===== config.mk =====
export PLATFORM = sky130hd
export DESIGN_NAME = fp16_comparator
export DESIGN_NICKNAME = d
export VERILOG_FILES = /design/src/rtl/fp16_pkg.sv /design/src/rtl/fp16_comparator.sv
export SDC_FILE = /design/constraint.sdc
export NUM_CORES = 1
export LEC_CHECK = 0
export ABC_AREA = 1
export BUFFER_PORTS_ARGS = -buffer_cell sky130_fd_sc_hd__buf_2
export CAP_MARGIN = 25
export CORE_AREA = 5 5 42 44
export DETAILED_ROUTE_END_ITERATION = 6
export DIE_AREA = 0 0 47 49
export PLACE_DENSITY_LB_ADDON = 0.08
export SLEW_MARGIN = 20
export SYNTH_ARGS = -nofsm -noshare
export SYNTH_HDL_FRONTEND = slang
export SYNTH_SLANG_ARGS = --single-unit

===== constraint.sdc =====
create_clock -name vclk -period 1.2
set_input_delay 0.18 -clock vclk [all_inputs]
set_output_delay 0.18 -clock vclk [all_outputs]
set_load 0.005 [all_outputs]

===== src/rtl/fp16_pkg.sv =====
// Shared binary16 helpers for the numeric blocks: field widths, key encodings,
// an integer-to-binary16 floor encoder and NaN/Inf field tests.
package fp16_pkg;

  localparam int FP16_EXP_W    = 5;
  localparam int FP16_MAN_W    = 10;
  localparam int FP16_EXP_BIAS = 15;

  localparam logic [15:0] FP16_MAX_FINITE = 16'h7BFF;
  localparam logic [15:0] FP16_POS_INF    = 16'h7C00;

  // Largest finite binary16 value <= value, as a bit pattern. Low bits beyond the
  // 10-bit mantissa are truncated, which is exactly a floor for positive integers.
  function automatic logic [15:0] int_to_fp16_floor(input int unsigned value);
    logic [15:0] enc;
    logic [31:0] v;
    logic [31:0] man_full;
    int          msb;
    enc      = '0;
    v        = value;
    man_full = '0;
    msb      = 0;
    if (v == 32'd0) begin
      enc = '0;
    end else if (v >= 32'd65504) begin
      enc = FP16_MAX_FINITE;
    end else begin
      for (int i = 0; i < 16; i++) begin
        if (v[i]) msb = i;
      end
      if (msb >= FP16_MAN_W) man_full = v >> (msb - FP16_MAN_W);
      else                   man_full = v << (FP16_MAN_W - msb);
      enc = {1'b0, 5'(msb + FP16_EXP_BIAS), man_full[FP16_MAN_W-1:0]};
    end
    return enc;
  endfunction

  // Field tests take the 15-bit magnitude; the sign never matters for them.
  function automatic logic is_nan(input logic [14:0] mag);
    return (&mag[14:10]) && (|mag[9:0]);
  endfunction

  function automatic logic is_inf(input logic [14:0] mag);
    return (&mag[14:10]) && !(|mag[9:0]);
  endfunction

endpackage


===== src/rtl/fp16_comparator.sv =====
// Outlier flag for one binary16 element: result = |data_in| > THRES.
// Positive binary16 patterns order the same as their values, so the test is a
// single unsigned compare of the magnitude bits against the floor encoding of THRES.
module fp16_comparator
  import fp16_pkg::*;
#(
  parameter int          IN_WIDTH        = 16,
  parameter int          IN_FRAC_WIDTH   = 0,
  parameter int unsigned THRES           = 127,
  parameter int          REGISTER_OUTPUT = 0
) (
  input  logic                clk,
  input  logic                rst,
  input  logic [IN_WIDTH-1:0] data_in,
  output logic                result
);

  // Accepted for interface uniformity with the other numeric blocks; no effect here.
  localparam int unused_frac_width = IN_FRAC_WIDTH;

  if (IN_WIDTH != 16) begin : g_bad_width
    $fatal(1, "fp16_comparator: IN_WIDTH must be 16");
  end

  if (THRES < 1 || THRES > 65535) begin : g_bad_thres
    $fatal(1, "fp16_comparator: THRES must be in 1..65535");
  end

  // x > THRES iff x > floor_fp16(THRES), so non-representable thresholds stay exact.
  localparam logic [15:0] T_ENC = int_to_fp16_floor(THRES);

  logic [14:0] mag;
  logic        raw;
  logic        unused_sign;

  assign mag         = data_in[14:0];
  assign unused_sign = data_in[IN_WIDTH-1];

  // NaN never flags; Inf always does (it also sorts above every finite threshold).
  assign raw = !is_nan(mag) && (is_inf(mag) || (mag > T_ENC[14:0]));

  if (REGISTER_OUTPUT != 0) begin : g_reg
    logic result_q;

    // One-cycle output flop, cleared asynchronously while rst is low.
    always_ff @(posedge clk or negedge rst) begin
      if (!rst) result_q <= 1'b0;
      else      result_q <= raw;
    end

    assign result = result_q;
  end else begin : g_comb
    logic unused_clk_rst;

    assign unused_clk_rst = clk ^ rst;
    assign result         = raw;
  end

endmodule


==> flow_metrics.tcl <==
set metrics [dict create \
    critPathLaunch "data_in[12]" \
    start_util 0.115 \
    crit_arrival_ps 870 \
    period_needed_ps 1050 \
    p_leak_nw 0.175 \
    power_density_nw_per_um2 230 \
    grt_pass1_vias 236 \
    crit_slowest_cell "buf_2" \
    grt_setup_unrepaired "no" \
    crit_required_ps 1020 \
    synth_top_cell_by_area "nand2_1" \
    synth.distinct_cells 6 \
    fin_crit_sh 0.874 \
    rows 14 \
    drt_iter0_drc 2 \
    yosysTopAreaCellShare 0.302 \
    core_um2 1400 \
    gp_congestion 0.656 \
    hp-start "data_in[9]" \
    cpPeakStageDelay_ps 120 \
    routedWlPerCell_um 7.60 \
    die_x_um 47 \
    crit_type "input port to output port" \
    yosys-top-cells-count "13 x nand2_1, 12 x nor2_1, 9 x inv_1" \
    crit_buf_inv 3 \
    nFlopsAndLatches 0 \
    cts_resized 0 \
    ys_seq_area_frac 0 \
    cts_hold_buf 0 \
    numPortBuffers 16 \
    slew_headroom 0.928 \
    dp_hpwl_um 527 \
    syn_nets 58 \
    end_kind "output port" \
    routed_wl_um 547 \
    path_cells "buf_2 > inv_1 > nor2_1 > nand2_1 > nor2_1 > nand2_1 > nand3_1 > nand2_1 > buf_2" \
    drc 0 \
    synth_top_cells_by_area "nand2_1 30%, nor2_1 28%, inv_1 21%" \
    fin_tns_setup_ps 0 \
    first_pass_iters 4 \
    syn_area_um2 161 \
    path_delay_family "simple AND/OR/NAND/NOR gates" \
    setup_viol 0 \
    grt_use_total 0.0491 \
    grt_pass1_wl_um 924 \
    via_per_inst 3.68 \
    syn_inst 40 \
    antenna_left 0 \
    overflow 0 \
    maxCapViolCount 0 \
    worstPathMaxFanout 4 \
    post_cts_buffers 0 \
    avgSynthCellArea_um2 4.04 \
    grt_max_degree 5 \
    fp.dieH_um 49 \
    final_nets 76 \
    peakVddDrop_mv 0.0592 \
    slew_violations 0 \
    placed_cell_area_um2 262 \
    path_common_cell "nand2_1" \
    drive_above_1_share 0.286 \
    synth.most_common_cell "nand2_1" \
    die-area_um2 2300 \
    seqCellArea_um2 0 \
    fmaxAchievable_mhz 953 \
    layoutNonFillerInstCount 72 \
    insertedDiodeCount 0 \
    clkbuf_count 0 \
    yosys_warnings 0 \
    postLayoutCellArea_um2 262 \
    status "finished clean" \
    p_total_w 0.0000602 \
    antenna_found_initial 0 \
    vias 265 \
    pin_count 19 \
    hold_class "input port to output port" \
    hold_viol 0 \
    start_kind "input port" \
    syn2layout_area_growth_pct 62.0 \
    dpl.cell_count 72 \
    worstMarginPinSlew_ps 108 \
]
==> metrics by stage <==
step	setup WS, ps	hold WS (ps)	util
finish	151	705	0.187
global route	13.9	752	0.187
global placement	117	718	0.187
CTS	118	713	0.187
detailed placement	121	713	0.187
floorplan	446	497	-
==> logic make-up after synthesis <==
group                  share of synthesized area
buffers and inverters                      0.209
and+or+nand+nor                            0.791
==> path summary, 6_finish.rpt <==
kind / endpoint / slack, ps / depth (start not counted)
worst max-delay path: result / 150 / 9
worst min-delay path: result / 710 / 5
==> power breakdown <==
part           internal [W]   total, W  switching [W]
Clock                     0          0              0
Sequential                0          0              0
Combinational     0.0000301  0.0000602      0.0000301
==> final cells by class <==
class | instances | area, um2
Inverter | 9 | 33.8
Tap cell | 16 | 20.0
Multi-Input combinational cell | 31 | 128
Fill cell | 187 | 1140
Timing Repair Buffer | 16 | 80.1
==> metal layers <==
metal  track usage  routed length (um)
met1        0.0761                 237
met2        0.0747                 209
met3       0.00738                 100
met4             0                   0
met5             0                   0
==> layout by cell type (no fill, tap or decap) <==
cell	netlist	layout
nand3_1	4	4
nor2_1	12	12
nand3b_1	1	1
inv_1	9	9
nand2_1	13	13
nand4_1	1	1
buf_2	0	16
Power figures use the tool's default switching activity.
